`config.mk`:
```
export PLATFORM = sky130hd
export DESIGN_NAME = cpu_ctrl_flat
export DESIGN_NICKNAME = d
export VERILOG_FILES = /design/src/rtl/cpu_pkg.sv /design/src/rtl/cpu_if.sv /design/src/rtl/cpu_fetch.sv /design/src/rtl/cpu_ctrl.sv /design/src/flat_wrapper.sv
export SDC_FILE = /design/constraint.sdc
export NUM_CORES = 1
export LEC_CHECK = 0
export CAP_MARGIN = 20
export CORE_UTILIZATION = 41
export CTS_CLUSTER_SIZE = 25
export DETAILED_ROUTE_END_ITERATION = 16
export PLACE_DENSITY = 0.85
export SYNTH_ARGS = -nofsm -noshare
export SYNTH_HDL_FRONTEND = slang
export SYNTH_SLANG_ARGS = --single-unit
```
`constraint.sdc`:
```
create_clock -name clk -period 1.94 [get_ports clk]
set_input_delay 0.388 -clock clk [delete_from_list [all_inputs] [get_ports clk]]
set_output_delay 0.388 -clock clk [all_outputs]
set_load 0.005 [all_outputs]
```
`src/rtl/cpu_pkg.sv`:
```
// Shared types and constants for the cpu_ctrl control core: state encoding,
// instruction field layout and the halt / retire-counter limits.
package cpu_pkg;

  localparam int DATA_WIDTH       = 8;
  localparam int BUS_WIDTH        = 8;
  localparam int OPCODE_WIDTH     = 6;
  localparam int PC_WIDTH         = 8;
  localparam int IMEM_TIMEOUT_DEF = 15;

  // Instruction word is {opcode, addr1, addr2, dest}, dest in the low bits.
  localparam int INSTR_W = OPCODE_WIDTH + 3*BUS_WIDTH;
  localparam int DST_LSB = 0;
  localparam int A2_LSB  = BUS_WIDTH;
  localparam int A1_LSB  = 2*BUS_WIDTH;
  localparam int OP_LSB  = 3*BUS_WIDTH;

  localparam logic [OPCODE_WIDTH-1:0] HALT_OP     = '1;
  localparam logic [15:0]             RETIRED_MAX = 16'hFFFF;

  typedef enum logic [3:0] {
    SIDLE, SFETCH, SDECODE, SREAD, SCALC, SWRITE, SHALT, SFAULT
`ifdef CPU_SINGLE_STEP_EN
    , SPAUSE
`endif
  } state_t;

endpackage

```
`src/rtl/cpu_if.sv`:
```
// Bus bundle between cpu_ctrl (master) and the imem / register file / ALU (slave).
interface cpu_if;
  import cpu_pkg::*;

  logic                    imem_req;
  logic [PC_WIDTH-1:0]     imem_addr;
  logic                    imem_ack;
  logic [INSTR_W-1:0]      imem_data;

  logic [BUS_WIDTH-1:0]    rf_raddr1, rf_raddr2;
  logic [DATA_WIDTH-1:0]   rf_rdata1, rf_rdata2;
  logic                    rf_we;
  logic [BUS_WIDTH-1:0]    rf_waddr;
  logic [DATA_WIDTH-1:0]   rf_wdata;

  logic                    alu_en;
  logic [OPCODE_WIDTH-1:0] alu_opcode;
  logic [DATA_WIDTH-1:0]   alu_value1, alu_value2;
  logic [BUS_WIDTH-1:0]    alu_addr1, alu_addr2;
  logic [DATA_WIDTH-1:0]   alu_result;
  logic                    alu_calc_done;
  logic                    alu_err;

  modport master (
    output imem_req, imem_addr, rf_raddr1, rf_raddr2, rf_we, rf_waddr, rf_wdata,
           alu_en, alu_opcode, alu_value1, alu_value2, alu_addr1, alu_addr2,
    input  imem_ack, imem_data, rf_rdata1, rf_rdata2, alu_result, alu_calc_done, alu_err
  );

  modport slave (
    input  imem_req, imem_addr, rf_raddr1, rf_raddr2, rf_we, rf_waddr, rf_wdata,
           alu_en, alu_opcode, alu_value1, alu_value2, alu_addr1, alu_addr2,
    output imem_ack, imem_data, rf_rdata1, rf_rdata2, alu_result, alu_calc_done, alu_err
  );

endinterface

```
`src/rtl/cpu_fetch.sv`:
```
// Instruction fetch: imem req/ack handshake, unacked-cycle timeout and instruction latch.
module cpu_fetch
  import cpu_pkg::*;
#(
  parameter int TIMEOUT = IMEM_TIMEOUT_DEF
) (
  input  logic               clk,
  input  logic               rstn,
  input  logic               fetch_go,
  input  logic               imem_ack,
  input  logic [INSTR_W-1:0] imem_data,
  output logic               imem_req,
  output logic               instr_valid,
  output logic               timeout,
  output logic [INSTR_W-1:0] instr
);

  localparam int CW = $clog2(TIMEOUT + 1);

  logic [CW-1:0] cnt;

  // An ack in the last allowed cycle is accepted, so timeout requires no ack.
  assign imem_req    = fetch_go;
  assign instr_valid = fetch_go & imem_ack;
  assign timeout     = fetch_go & ~imem_ack & (cnt == CW'(TIMEOUT - 1));

  always_ff @(posedge clk or negedge rstn) begin
    if (!rstn) begin
      cnt   <= '0;
      instr <= '0;
    end else begin
      if (!fetch_go)     cnt <= '0;
      else if (!imem_ack) cnt <= cnt + 1'b1;
      if (instr_valid)   instr <= imem_data;
    end
  end

endmodule

```
`src/rtl/cpu_ctrl.sv`:
```
// Top-level control FSM: fetch, decode, register read, ALU calc, writeback.
// Optional single-step mode (SPAUSE after each writeback) under CPU_SINGLE_STEP_EN.
module cpu_ctrl
  import cpu_pkg::*;
#(
  parameter int IMEM_TIMEOUT = IMEM_TIMEOUT_DEF
) (
  input  logic                clk,
  input  logic                rstn,
  input  logic                start,
`ifdef CPU_SINGLE_STEP_EN
  input  logic                step,
`endif
  cpu_if.master               bus,
  output logic [PC_WIDTH-1:0] pc,
  output logic                busy,
  output logic                halted,
  output logic                fault,
  output logic [15:0]         retired
);

  state_t state, nxt;

  logic                    fetch_go, instr_valid, timeout;
  logic [INSTR_W-1:0]      instr;
  logic [OPCODE_WIDTH-1:0] opcode;
  logic [BUS_WIDTH-1:0]    addr1, addr2, dest;
  logic [DATA_WIDTH-1:0]   val1, val2;

  assign opcode = instr[OP_LSB  +: OPCODE_WIDTH];
  assign addr1  = instr[A1_LSB  +: BUS_WIDTH];
  assign addr2  = instr[A2_LSB  +: BUS_WIDTH];
  assign dest   = instr[DST_LSB +: BUS_WIDTH];

  assign fetch_go = (state == SFETCH);

  cpu_fetch #(.TIMEOUT(IMEM_TIMEOUT)) u_fetch (
    .clk        (clk),
    .rstn       (rstn),
    .fetch_go   (fetch_go),
    .imem_ack   (bus.imem_ack),
    .imem_data  (bus.imem_data),
    .imem_req   (bus.imem_req),
    .instr_valid(instr_valid),
    .timeout    (timeout),
    .instr      (instr)
  );

  always_ff @(posedge clk or negedge rstn) begin
    if (!rstn) state <= SIDLE;
    else       state <= nxt;
  end

  always_comb begin
    nxt        = state;
    bus.rf_we  = 1'b0;
    bus.alu_en = 1'b0;
    case (state)
      SIDLE:   if (start) nxt = SFETCH;
      SFETCH:  if (instr_valid) nxt = SDECODE;
               else if (timeout) nxt = SFAULT;
      SDECODE: nxt = (opcode == HALT_OP) ? SHALT : SREAD;
      SREAD:   nxt = SCALC;
      SCALC: begin
        bus.alu_en = bus.alu_calc_done;
        if (bus.alu_err)            nxt = SFAULT;
        else if (bus.alu_calc_done) nxt = SWRITE;
      end
      SWRITE: begin
        bus.rf_we = 1'b1;
`ifdef CPU_SINGLE_STEP_EN
        nxt = SPAUSE;
`else
        nxt = SFETCH;
`endif
      end
`ifdef CPU_SINGLE_STEP_EN
      SPAUSE:  if (step) nxt = SFETCH;
`endif
      default: nxt = state;
    endcase
  end

  always_ff @(posedge clk or negedge rstn) begin
    if (!rstn) begin
      val1    <= '0;
      val2    <= '0;
      pc      <= '0;
      retired <= '0;
    end else begin
      if (state == SREAD) begin
        val1 <= bus.rf_rdata1;
        val2 <= bus.rf_rdata2;
      end
      if (state == SWRITE) begin
        pc <= pc + 1'b1;
        if (retired != RETIRED_MAX) retired <= retired + 1'b1;
      end
    end
  end

  assign bus.imem_addr  = pc;
  assign bus.rf_raddr1  = addr1;
  assign bus.rf_raddr2  = addr2;
  assign bus.rf_waddr   = dest;
  assign bus.rf_wdata   = bus.alu_result;
  assign bus.alu_opcode = opcode;
  assign bus.alu_value1 = val1;
  assign bus.alu_value2 = val2;
  assign bus.alu_addr1  = addr1;
  assign bus.alu_addr2  = addr2;

  assign busy   = state inside {SFETCH, SDECODE, SREAD, SCALC, SWRITE};
  assign halted = (state == SHALT);
  assign fault  = (state == SFAULT);

endmodule
```
`src/flat_wrapper.sv`:
```
// flat-port wrapper written by rule: the top's interface ports become plain ports
module cpu_ctrl_flat import cpu_pkg::*;
#(
  parameter int IMEM_TIMEOUT = IMEM_TIMEOUT_DEF
)
  (clk, rstn, start, pc, busy, halted, fault, retired, bus_imem_req, bus_imem_addr, bus_rf_raddr1, bus_rf_raddr2, bus_rf_we, bus_rf_waddr, bus_rf_wdata, bus_alu_en, bus_alu_opcode, bus_alu_value1, bus_alu_value2, bus_alu_addr1, bus_alu_addr2, bus_imem_ack, bus_imem_data, bus_rf_rdata1, bus_rf_rdata2, bus_alu_result, bus_alu_calc_done, bus_alu_err);
  cpu_if bus_i ();
  input  logic clk;
  input  logic rstn;
  input  logic start;
  output logic [PC_WIDTH-1:0] pc;
  output logic busy;
  output logic halted;
  output logic fault;
  output logic [15:0] retired;
  output wire logic [$bits(bus_i.imem_req)-1:0] bus_imem_req;
  output wire logic [$bits(bus_i.imem_addr)-1:0] bus_imem_addr;
  output wire logic [$bits(bus_i.rf_raddr1)-1:0] bus_rf_raddr1;
  output wire logic [$bits(bus_i.rf_raddr2)-1:0] bus_rf_raddr2;
  output wire logic [$bits(bus_i.rf_we)-1:0] bus_rf_we;
  output wire logic [$bits(bus_i.rf_waddr)-1:0] bus_rf_waddr;
  output wire logic [$bits(bus_i.rf_wdata)-1:0] bus_rf_wdata;
  output wire logic [$bits(bus_i.alu_en)-1:0] bus_alu_en;
  output wire logic [$bits(bus_i.alu_opcode)-1:0] bus_alu_opcode;
  output wire logic [$bits(bus_i.alu_value1)-1:0] bus_alu_value1;
  output wire logic [$bits(bus_i.alu_value2)-1:0] bus_alu_value2;
  output wire logic [$bits(bus_i.alu_addr1)-1:0] bus_alu_addr1;
  output wire logic [$bits(bus_i.alu_addr2)-1:0] bus_alu_addr2;
  input wire logic [$bits(bus_i.imem_ack)-1:0] bus_imem_ack;
  input wire logic [$bits(bus_i.imem_data)-1:0] bus_imem_data;
  input wire logic [$bits(bus_i.rf_rdata1)-1:0] bus_rf_rdata1;
  input wire logic [$bits(bus_i.rf_rdata2)-1:0] bus_rf_rdata2;
  input wire logic [$bits(bus_i.alu_result)-1:0] bus_alu_result;
  input wire logic [$bits(bus_i.alu_calc_done)-1:0] bus_alu_calc_done;
  input wire logic [$bits(bus_i.alu_err)-1:0] bus_alu_err;
  assign bus_imem_req = bus_i.imem_req;
  assign bus_imem_addr = bus_i.imem_addr;
  assign bus_rf_raddr1 = bus_i.rf_raddr1;
  assign bus_rf_raddr2 = bus_i.rf_raddr2;
  assign bus_rf_we = bus_i.rf_we;
  assign bus_rf_waddr = bus_i.rf_waddr;
  assign bus_rf_wdata = bus_i.rf_wdata;
  assign bus_alu_en = bus_i.alu_en;
  assign bus_alu_opcode = bus_i.alu_opcode;
  assign bus_alu_value1 = bus_i.alu_value1;
  assign bus_alu_value2 = bus_i.alu_value2;
  assign bus_alu_addr1 = bus_i.alu_addr1;
  assign bus_alu_addr2 = bus_i.alu_addr2;
  assign bus_i.imem_ack = bus_imem_ack;
  assign bus_i.imem_data = bus_imem_data;
  assign bus_i.rf_rdata1 = bus_rf_rdata1;
  assign bus_i.rf_rdata2 = bus_rf_rdata2;
  assign bus_i.alu_result = bus_alu_result;
  assign bus_i.alu_calc_done = bus_alu_calc_done;
  assign bus_i.alu_err = bus_alu_err;
  cpu_ctrl #(.IMEM_TIMEOUT(IMEM_TIMEOUT)) u_core (.clk(clk), .rstn(rstn), .start(start), .bus(bus_i), .pc(pc), .busy(busy), .halted(halted), .fault(fault), .retired(retired));
endmodule
```
# Word level (Yosys, flattened, before mapping)
# Index checks and enable logic that the tools add are counted.
# classes
muxes,11
eq_ne,14
reduce_logical,5
add_sub_neg,3
n_bitwise,4
# op_table
operator,count
$mux 4,7
$pmux 4 s6,1
$add 16x1->16 const B,1
$eq 4x3->1 const B,4
$ne 16x16->1 const B,1
$add 8x1->8 const B,1
$eq 4x2->1 const B,2
$eq 6x6->1 const B,1
$reduce_bool 6->1,1
$reduce_bool 5->1,1
$add 4x1->4 const B,1
$eq 4x1->1 const B,1
$eq 4x4->1 const B,1
$logic_not 4->1,1
$ne 2x2->1 const B,2
$reduce_and 4->1,1
$and 1x1->1,3
$mux 3,1
$ne 3x1->1 const B,1
$ne 3x3->1 const B,1
$mux 1,2
$reduce_and 2->1,1
$not 1->1,1
# word_totals
word_cells,44
out_inout_bits,108
inputBits,60
register_bits,78

# Logic depth before layout (Yosys ltp)
# depth
word_depth,6
ltp_mapped,7
mapped_depth_nobuf,5

# Modules after synthesis
# Synthesis repeated with hierarchy kept, for this count alone.
# hier_totals
cells_unflattened,286
hier_area_um2,3658.5
# by_module_without_submodules
module,cells_per_inst,seq_area_each_um2,n_inst,area_per_inst_um2
cpu_ctrl,200,1076.0,1,2193.4
cpu_fetch,86,850.8,1,1465.2

# Least setup slack after synthesis
# Ideal clock, no wire load.
# synth_path
path_type,reg-to-reg
from,register u_core.retired[0]
to,register u_core.retired[2]
setup_time_ns,0.130
setup_slack_ns,0.169
path_buffers,0
t_required_ns,1.810
period_less_slack_ns,1.771
stages_incl_launch_ff,6
t_arrival_ns,1.642
cell_sequence,dfrtp_1 > ha_1 > nand4_4 > or4_4 > and3_1 > xor2_1
# synth_via
elab_chain_len,2
word_cells_on_any_way,3
cone_classes,add/sub (1); eq/ne (1); reduce/logical (1)
# synth_lines
item,line,source
start: declaration,cpu_ctrl.sv:19,output logic [15:0] retired
start signal: assignment,cpu_ctrl.sv:97,if (retired != RETIRED_MAX) retired <= retired + 1'b1;
branches (longest 2 deep; another with $add 16x1->16),--,
# Several ways; the timed one is not identified.
# A chain may end at the register's enable or synchronous reset.

# Worst setup path after layout
# layout_path
from,register u_core.state[2]
to,output port bus_alu_en
# layout_via
elab_chain_len,2
# layout_lines
item,line,source
start: declaration,cpu_ctrl.sv:22,"state_t state, nxt;"
start signal: assignment,cpu_ctrl.sv:51,else state <= nxt;
$eq 4x3->1,cpu_ctrl.sv:58,case (state)
$mux 1,cpu_ctrl.sv:58,
end: declaration,flat_wrapper.sv:23,output wire logic [$bits(bus_i.alu_en)-1:0] bus_alu_en;
# Every way passes these cells.

==> results.json <==
{
  "synth_area_sq_um": 3530,
  "power_switching_uw": 677,
  "vias_per_cell": 4.87,
  "slew_viol_final": 0,
  "fillerInstances": 679,
  "max_freq_ghz": 0.533,
  "nets": 483,
  "layout-drive-gt1-share_pct": 14.9,
  "numCtsBuffers": 9,
  "clock-root-buffer": "clkbuf_8",
  "rr_worst_depth": 6,
  "cts.path.max_buffers": 2,
  "clk_latency_ps": 330,
  "reg2reg_from": "u_core.state[1]",
  "yosysTopAreaCellShare_pct": 54.6,
  "crit_chain": "buf_6 > nor2b_2 > and3b_1 > dlygate4sd2_1",
  "wire_per_inst_um": 15.1,
  "peakVddDrop_mv": 0.365,
  "cts.sinks": 77,
  "wl_met3_um": 573,
  "htree_levels": 3,
  "synthCells": 281,
  "power.internal_uw": 2640,
  "die_area_sq_um": 8990,
  "num_rows": 33,
  "io_buffers": 151,
  "yosysWarnings": 0,
  "p_sw_share_pct": 20.4,
  "synthTopCellsByArea": "dfrtp_1 55%, mux2_1 9.9%, buf_4 7.4%, mux2_2 5.7%, xnor2_1 3.2%",
  "r2r_end": "u_core.retired[14]",
  "met2RoutedLength_mm": 4.00,
  "synth_fp_nets": 345,
  "die_h_um": 94.8,
  "die_x_um": 94.8,
  "cp.arrival_ps": 1490,
  "cp_num_buf_inv": 2,
  "drc": 0,
  "synth_top_cell_by_area": "dfrtp_1",
  "diodes": 0,
  "setup_viol": 0,
  "hold_viol": 0,
  "async_flop_share_pct": 100,
  "clkSlewWorstSetupHoldPaths_ps": 80,
  "globalRoute.totalOverflow": 0,
  "placed_area_sq_um": 5000,
  "synthAdderAreaFrac_pct": 1.42,
  "ys_seq_area_share_pct": 54.6,
  "cts_tree": "done",
  "synthToLayoutAreaGrowth_pct": 49.2,
  "core_sq_um": 8260,
  "clkPwrFrac_pct": 39.3,
  "crit_slowest_cell": "dfrtp_2",
  "synth_top_family_by_area": "multiplexers",
  "grt_pass1_vias": 2577,
  "worst_clock_skew_ps": 8.36,
  "period_minus_slack_ps": 1880,
  "cpLargestDelayFamily": "flip-flops",
  "worstSetupStartpointType": "flip-flop",
  "min_period_over_period_pct": 96.7,
  "first_pass_iters": 4,
  "cap_viol_max_count": 0,
  "rsz0062_at_grt": "false",
  "tns_ps": 0,
  "dpl.cell_count": 509,
  "first_iter_violations": 77,
  "synth_top_cells_by_count": "77 x dfrtp_1, 35 x buf_4, 31 x mux2_1",
  "critPathCaptureType": "primary output",
  "final_area_sq_um": 5270,
  "seq_power_share_pct": 50.8,
  "ys_ff_latch": 77,
  "antenna_found_initial": 0,
  "critPathKind": "flip-flop to primary output",
  "powerDensity_nw_per_um2": 629,
  "stdcell_count": 528,
  "vias": 2569,
  "power.share.combinational_pct": 10.0,
  "wirelength_met1_mm": 3.24,
  "cp.required_ps": 1550,
  "synth-compound-area-share_pct": 2.09,
  "final_antenna_net_count": 0,
  "synthXorXnorAreaFrac_pct": 5.46,
  "synth_mux_area_share_pct": 15.6,
  "grt_max_degree": 36,
  "path_max_fanout": 6,
  "synth_most_common_cell": "dfrtp_1",
  "io_pins": 168,
  "r2r_slack_ps": 110,
  "p_leak_uw": 0.00235,
  "critical_path.max_stage_delay_ps": 440,
  "detailed_place_hpwl_mm": 6.06,
  "gp_congestion": 0.803,
  "initial_core_util_pct": 42.8,
  "grtUsageTotal_pct": 18.2,
  "synth-edff-count": 0,
  "outcome": "completed",
  "wl_mm": 7.99,
  "hp-class": "primary input to asynchronous set/reset pin",
  "max_slew_margin_pct": 69.5,
  "synthSimpleGateAreaFrac_pct": 12.2,
  "grt_pass1_wl_mm": 12.5,
  "synth_ff_type": "dfrtp_1",
  "synth_cell_type_count": 36,
  "highest-signal-layer": "met4",
  "avgSynthCellArea_sq_um": 12.6,
  "worst_slew_pin_slew_ps": 457,
  "ctsHoldBuffers": 0
}
==> timing repair <==
| action | CTS | global route |
|---|---|---|
| endpoints found under the hold margin | 0 | 0 |
| buffers inserted | 3 | 1 |
| resized for setup | 10 | 4 |
| pin swaps | 1 | 0 |
| endpoints found under the setup margin | 6 | 7 |
==> placed cells by master, fill, tap and decap left out, drive strengths merged, types with 2 or more instances in the layout <==
master	synthesis	final
a21oi	5	5
and3	5	5
buf	40	18
bufinv	0	2
clkbuf	1	11
clkdlybuf4s50	0	144
dfrtp	77	77
dlygate4sd2	0	6
ha	4	4
inv	4	4
mux2	49	49
nand2	12	12
nand2b	2	2
nand3	8	8
nand3b	2	2
nand4	9	9
nand4b	2	2
nor2	15	15
nor2b	2	2
nor3	6	6
nor4	4	4
o21ai	2	2
o221ai	2	2
or2	2	2
xnor2	13	13
xor2	9	9
==> cell type report <==
cell class,instances,area (sq um),area share [%]
Clock buffer,11,141,2.68
Clock inverter,4,72.6,1.38
Inverter,4,15.0,0.285
Multi-Input combinational cell,159,1320,25.1
Sequential cell,77,1930,36.6
Tap cell,105,131,2.49
Timing Repair Buffer,168,1660,31.5
==> worst max path at each step <==
stage                            from                 to  cells after the start
floorplan           u_core.retired[0]  u_core.retired[2]                      5
global placement    bus_alu_calc_done         bus_alu_en                      3
detailed placement  bus_alu_calc_done         bus_alu_en                      3
CTS                   u_core.state[2]         bus_alu_en                      4
global route        u_core.retired[0]  u_core.retired[1]                      5
finish                u_core.state[2]         bus_alu_en                      4
==> cells by family (layout without fill, tap and decap cells) <==
kind of cell,count (synthesis),in the layout
and+or+nand+nor,72,72
muxes,49,49
xor gates and xnor gates,22,22
DFF,77,77
buffers and inverters,45,187
adders and majority gates,4,4
AOI/OAI and AO/OA,12,12
==> per-layer routing <==
metal / vias to the layer above / GRT usage, %
met5: - / 0
met4: 0 / 7.32
met3: 21 / 4.19
met2: 100 / 31.8
met1: 1233 / 21.4
li1: 1215 / -
==> through the flow <==
stage	setup WS (ps)	power (uW)	hold WS [ps]	utilization, %
2_1_floorplan	169	1800	92.4	-
3_5_place_dp	57.6	2050	375	60.6
5_1_grt	10.7	3450	23.0	63.8
4_1_cts	17.3	3370	6.53	63.5
6_report	64.7	3310	4.49	63.8
3_3_place_gp	59.5	2040	372	60.6
==> sequential cells by signal (all words and copies together), names as in the netlist <==
| name | cells |
|---|---|
| u_core.bus.alu_value1 | 8 |
| u_core.bus.alu_value2 | 8 |
| u_core.bus.imem_addr | 8 |
| u_core.retired | 16 |
| u_core.state | 3 |
| u_core.u_fetch.cnt | 4 |
| u_core.u_fetch.instr | 30 |
==> power groups by stage <==
stage	combinational (uW)	clock, uW	sequential [uW]
after floorplan	79.6	0	1720
after global routing	358	1410	1690
after global placement	327	0	1710
final	330	1300	1680
after detailed placement	336	0	1720
after CTS	338	1340	1680
No activity file was read; power rests on OpenSTA's default activity.
==> variant 1 (config.mk and constraints unchanged) <==
The package constant `DATA_WIDTH` goes from 8 to 6.
--- a/src/rtl/cpu_pkg.sv
+++ b/src/rtl/cpu_pkg.sv
@@ -4,3 +4,3 @@
 
-  localparam int DATA_WIDTH       = 8;
+  localparam int DATA_WIDTH       = 6;
   localparam int BUS_WIDTH        = 8;
Interface: changed (6 resized); port bits go from 168 to 156. The function was not compared with the original's and may differ.
==> variant 1 against the unedited design <==
Worst setup slack gained 0.026 ns. Register-to-register slack lost 0.02 ns. Die area shrank 4.5%. Sequential cell count shrank 4. Wire length shrank 5.0%. Area after synthesis shrank 4.6%. First-iteration DRC count shrank 44%. Design area shrank 4.3%. Power grew 4.4%. Synthesized cell count shrank 3.6%. Sequential share of layout area shrank 0.36 points. Sequential power shrank 5%. Final cell count shrank 4.4%.
==> variant 1: results (changes against the unedited design) <==
The tools report the post-cts gate resize count as 12 (+2). The power density normalized to cell area came out at 686 nW/um2 (+9.1%). The count of input and output buffers is 143 (-5.3%), and the headroom to the max-slew limit is 62.3% (-7.2 points). The run gives 0.0460 ns (+0.0415 ns) as the post-route worst hold slack. The count of placed standard cells including taps is 485 (-4.7%), and the routability-driven placement congestion ratio is 0.751 (-6.5%).

The net count after synthesis was 329 (-4.6%). The logs give 12.4 mm (-0.89%) for the wire length of the first global-routing pass and 0.09 ns (-0.02 ns) for the reg2reg setup slack. The final period demand of the worst path is 1.85 ns (-0.0260 ns). The part of the Yosys area used for sequential elements was 54.2% (-0.34 points).

The logs give 505 (-4.4%) for the number of cells in the finished layout apart from fillers and 456 (-5.6%) for the layout net count. Fill cell instance count of the final layout: 640 (-5.7%). In this run the critical register-to-register path is captured at u_core.retired[2]. The worst setup path is captured at a flip-flop.

HPWL reported at the end of detailed placement: 5.64 mm (-6.8%). In the synthesized netlist, the cells that appear most often are dfrtp_1 (73), buf_4 (33), mux2_1 (32), nor2_1 (14). The family with the most delay on the worst path is simple AND/OR/NAND/NOR gates.

The number of search-and-repair iterations in the first detailed-routing pass is 4 (unchanged). Maximum fanout along the worst path: 8 (+2). The per-cell via count in the routed design is 4.85 (-0.29%). The total global-route track usage is 18.7% (+0.50 points). The layout cell share with drive strength beyond 1 was 13.2% (-1.7 points).

The run finished with clean final reports. The average cell area after synthesis is 12.4 um2 (-1.1%). The tools report the launch point of the critical path as u_core.retired[0]. Setup skew after layout: 0.00798 ns (-0.000376 ns). For the number of DRC violations after detailed-routing iteration 0, the log shows 43 (-44%). The cell area after placement was 4740 um2 (-5.3%). The average detailed-routed wire length per instance is 15.0 um (-0.64%). Internal power summed over all cells: 2.76 mW (+4.8%). The clock network power is 1.57 mW (+21%). The combinational share of power came out at 8.7% (-1.3 points).

Register containing the most flip-flops in the final layout: u_core.u_fetch.instr. Pin count of the biggest net entering global routing: 45 (+25%). The worst stage delay on the critical path is 0.60 ns (+0.16 ns). For the via count of the first global-routing pass, the log shows 2472 (-4.1%). The depth of the worst register-to-register path works out to 5 (-1). The run gives 1260 um2 (-4.4%) as the multi-input logic area. The post-placement setup slack was 0.0423 ns (-0.0153 ns).

On the critical path, the stage with the largest delay is an instance of or4_4. The worst path arrival time is 2.06 ns (+0.57 ns), and the peak supply drop is 0.000406 V (+11%). Ranked by total cell area, the synthesized netlist is headed by dfrtp_1 (54%), mux2_1 (11%), buf_4 (7.4%), mux2_2 (4.3%), xnor2_1 (3.4%).

The tools report the reported leakage power as 2.25 nW (-4.4%).
[variant 1: cell count changes in the layout (fill, tap and decap cells not counted), moves of 2 or more]
cell / unedited run / this run
mux2_2: 18 / 13
buf_4: 15 / 9
bufinv_16: 2 / 4
clkdlybuf4s50_1: 144 / 136
dfrtp_1: 76 / 72
[variant 1: logic make-up after synthesis]
logic type	after synthesis	share of synthesized area [%]
simple gates	72	12.7
mux	45	15.0
flops	73	54.2
fa+ha+maj	4	1.49
xor+xnor	22	5.72
buf+inv	43	8.58
compound gates	12	2.19
[variant 1: per-layer routing]
metal | track usage (%) | wire, um | vias up
li1 | - | - | 1171
met1 | 23.2 | 3240 | 1179
met2 | 31.6 | 3800 | 88
met3 | 4.35 | 444 | 12
met4 | 7.18 | 113 | 0
met5 | 0 | 0 | -
[variant 1: cell type report]
cell class	instances	area share [%]
Clock buffer	9	2.46
Clock inverter	7	2.80
Inverter	4	0.298
Multi-Input combinational cell	155	25.1
Sequential cell	73	36.2
Tap cell	102	2.53
Timing Repair Buffer	155	30.6
==> variant 2 (same flow settings) <==
Without the edit above. Register the output `retired` once more, cleared by the reset; this adds one clock of latency there. The other outputs are not delayed to match.
--- a/src/rtl/cpu_ctrl.sv
+++ b/src/rtl/cpu_ctrl.sv
@@ -20,2 +20,4 @@
 );
+
+  logic [15:0] retired_s0;
 
@@ -88,3 +90,3 @@
       pc      <= '0;
-      retired <= '0;
+      retired_s0 <= '0;
     end else begin
@@ -96,3 +98,3 @@
         pc <= pc + 1'b1;
-        if (retired != RETIRED_MAX) retired <= retired + 1'b1;
+        if (retired_s0 != RETIRED_MAX) retired_s0 <= retired_s0 + 1'b1;
       end
@@ -116,2 +118,10 @@
 
+  always_ff @(posedge clk or negedge rstn) begin
+    if (!rstn) begin
+      retired <= '0;
+    end else begin
+      retired <= retired_s0;
+    end
+  end
+
 endmodule
Function: changed (Yosys sat finds a counterexample within 10 cycles, from zero or initial values and one cycle with rstn low).
==> variant 2 against the unedited design <==
Via count grew 4.8%. Utilization down 2.5 points. Power grew 11%. Largest cell class unchanged. Largest power group unchanged. Worst setup slack better by 0.053 ns. Wire length increased by 6.0%. Critical endpoint is now bus_imem_req. Global-route usage decreased by 0.37 points. Sequential cell count rose by 16. Area after synthesis is 11% higher. Design area grew 7.5%. Critical path depth unchanged.
==> variant 2: results (changes against the unedited design) <==
The layout net count is 500 (+3.5%). For the part of the Yosys area used for sequential elements, the log shows 59.3% (+4.8 points). The count of placed standard cells including taps was 551 (+8.3%). The HPWL reported at the end of detailed placement is 6.26 mm (+3.3%). By count the netlist is led by dfrtp_1 (93), mux2_2 (43), buf_4 (32), xor2_1 (16).

The maximum fanout along the worst path was 4 (-2). The overall via count from detail_route is 2693 (+4.8%), and the routed wire length is 8.47 mm (+6.0%). The run gives 17.8% (-0.37 points) as the total global-route track usage. The met3 capacity usage during global routing is 4.18% (-0.0085 points).

The layout cell share with drive strength beyond 1 works out to 19.3% (+4.4 points). For the reported leakage power, the log shows 2.56 nW (+8.6%). The tools report the net count after synthesis as 363 (+5.2%). The setup skew after layout came out at 0.0135 ns (+0.00514 ns). The class of the tightest hold or removal check is flip-flop to flip-flop. The run gives 67.2% (-2.4 points) as the headroom to the max-slew limit. The via count of the first global-routing pass was 2797 (+8.5%); the wire length of the first global-routing pass was 13.9 mm (+11%). The average cell area after synthesis was 13.1 um2 (+4.4%); the peak supply drop was 0.000401 V (+9.9%). The tools report the clock latency of the later-clocked register in the worst-skew pair as 0.36 ns (+0.03 ns). The largest registers in the layout are u_core.u_fetch.instr: 30 flops, u_core.retired: 16 flops, u_core.retired_s0: 16 flops. Count of unique library cells instantiated by Yosys: 40 (+11%). The logs give 3 (unchanged) for the number of levels in the clock H-tree and 81 (+5.2%) for the number of DRC violations after detailed-routing iteration 0.

Sorting the synthesized cells by area gives the leading types as dfrtp_1 (59%), mux2_2 (12%), buf_4 (6.1%), xor2_1 (3.6%), xnor2_1 (2.0%). The routability-driven placement congestion ratio is 0.793 (-1.1%). Per-cell via count in the routed design: 4.72 (-2.9%). The flow ran to the end, and the final reports show no timing, DRC or antenna violations. For the met1 track utilization from global routing, the log shows 21.3% (-0.17 points). The pin count of the biggest net entering global routing was 42 (+17%).

The run gives 1.43 ns (-0.06 ns) as the worst path arrival time.
## variant 2: cell count changes after synthesis, sizes merged, moves of 2 or more
cell | unedited run | this run
dfrtp | 77 | 93
inv | 4 | 7
nand4 | 9 | 7
and3 | 5 | 2
mux2 | 49 | 47
a21oi | 5 | 3
nor4bb | 0 | 2
xnor2 | 13 | 9
clkbuf | 1 | 4
nor3 | 6 | 11
xor2 | 9 | 16
buf | 40 | 38
## variant 2: kinds of logic after synthesis
| kind of cell | count (synthesis) | share of synthesized area [%] |
|---|---|---|
| adders and majority gates | 4 | 1.28 |
| buffers and inverters | 49 | 7.94 |
| AOI/OAI and AO/OA | 11 | 1.91 |
| muxes | 47 | 13.6 |
| DFF | 93 | 59.3 |
| xor gates and xnor gates | 25 | 5.58 |
| and+or+nand+nor | 70 | 10.4 |
## variant 2: final timing paths
check	slack [ns]	depth (start not counted)	from	endpoint
worst max-delay path	0.12	4	u_core.state[1]	bus_imem_req
worst min-delay path	0.42	0	u_core.retired_s0[14]	u_core.retired[14]
worst max register to register	0.18	6	u_core.retired_s0[0]	u_core.retired_s0[3]
worst min register to register	0.42	0	u_core.retired_s0[14]	u_core.retired[14]
max in group asynchronous	0.79	3	rstn	u_core.retired[10]
min in group asynchronous	0.54	2	rstn	u_core.u_fetch.instr[9]
## variant 2: critical path, cell delays in order, from the launching register on
cell and delay [ns]:
dfrtp_1 0.41, nand2b_1 0.17, or2_1 0.22, inv_1 0.05, dlygate4sd2_1 0.24
## variant 2: what timing repair did
action | in CTS | in global routing
buffers inserted | 2 | 0
hold buffers | 1 | 0
endpoints found under the hold margin | 30 | 0
setup endpoints to repair | 6 | 0
gates resized for setup | 9 | 0
## variant 2: power by group
| group | internal, mW | total (mW) | switching [mW] | leakage, nW |
|---|---|---|---|---|
| Sequential | 1.99 | 2.02 | 0.0306 | 1.22 |
| Clock | 0.611 | 1.32 | 0.707 | 0.0982 |
| Combinational | 0.240 | 0.343 | 0.103 | 1.24 |
| Total | 2.84 | 3.68 | 0.841 | 2.56 |
## variant 2: per-stage QoR
step / utilization [%] / worst slack, ns / area, um2
2_1_floorplan: - / 0.264 / 3920
3_5_place_dp: 58.8 / -0.00733 / 5440
6_report: 61.3 / 0.118 / 5660
5_1_grt: 61.3 / 0.00254 / 5660
4_1_cts: 61.3 / 0.102 / 5660
3_3_place_gp: 58.8 / -0.00618 / 5440
## variant 2: layer usage
metal / wire length, um / part of all wire [%]
met5: 0 / 0
met3: 493 / 5.8
met2: 4290 / 51
met1: 3560 / 42
met4: 121 / 1.4
## variant 2: area by class of cell
class,instances,area [um2]
clock buffers,9,124
clock inverters,7,78.8
fillers,716,3580
inverters,7,26.3
multi-input cells,157,1280
flip-flops and latches,93,2330
well taps,129,161
repair buffers,168,1660
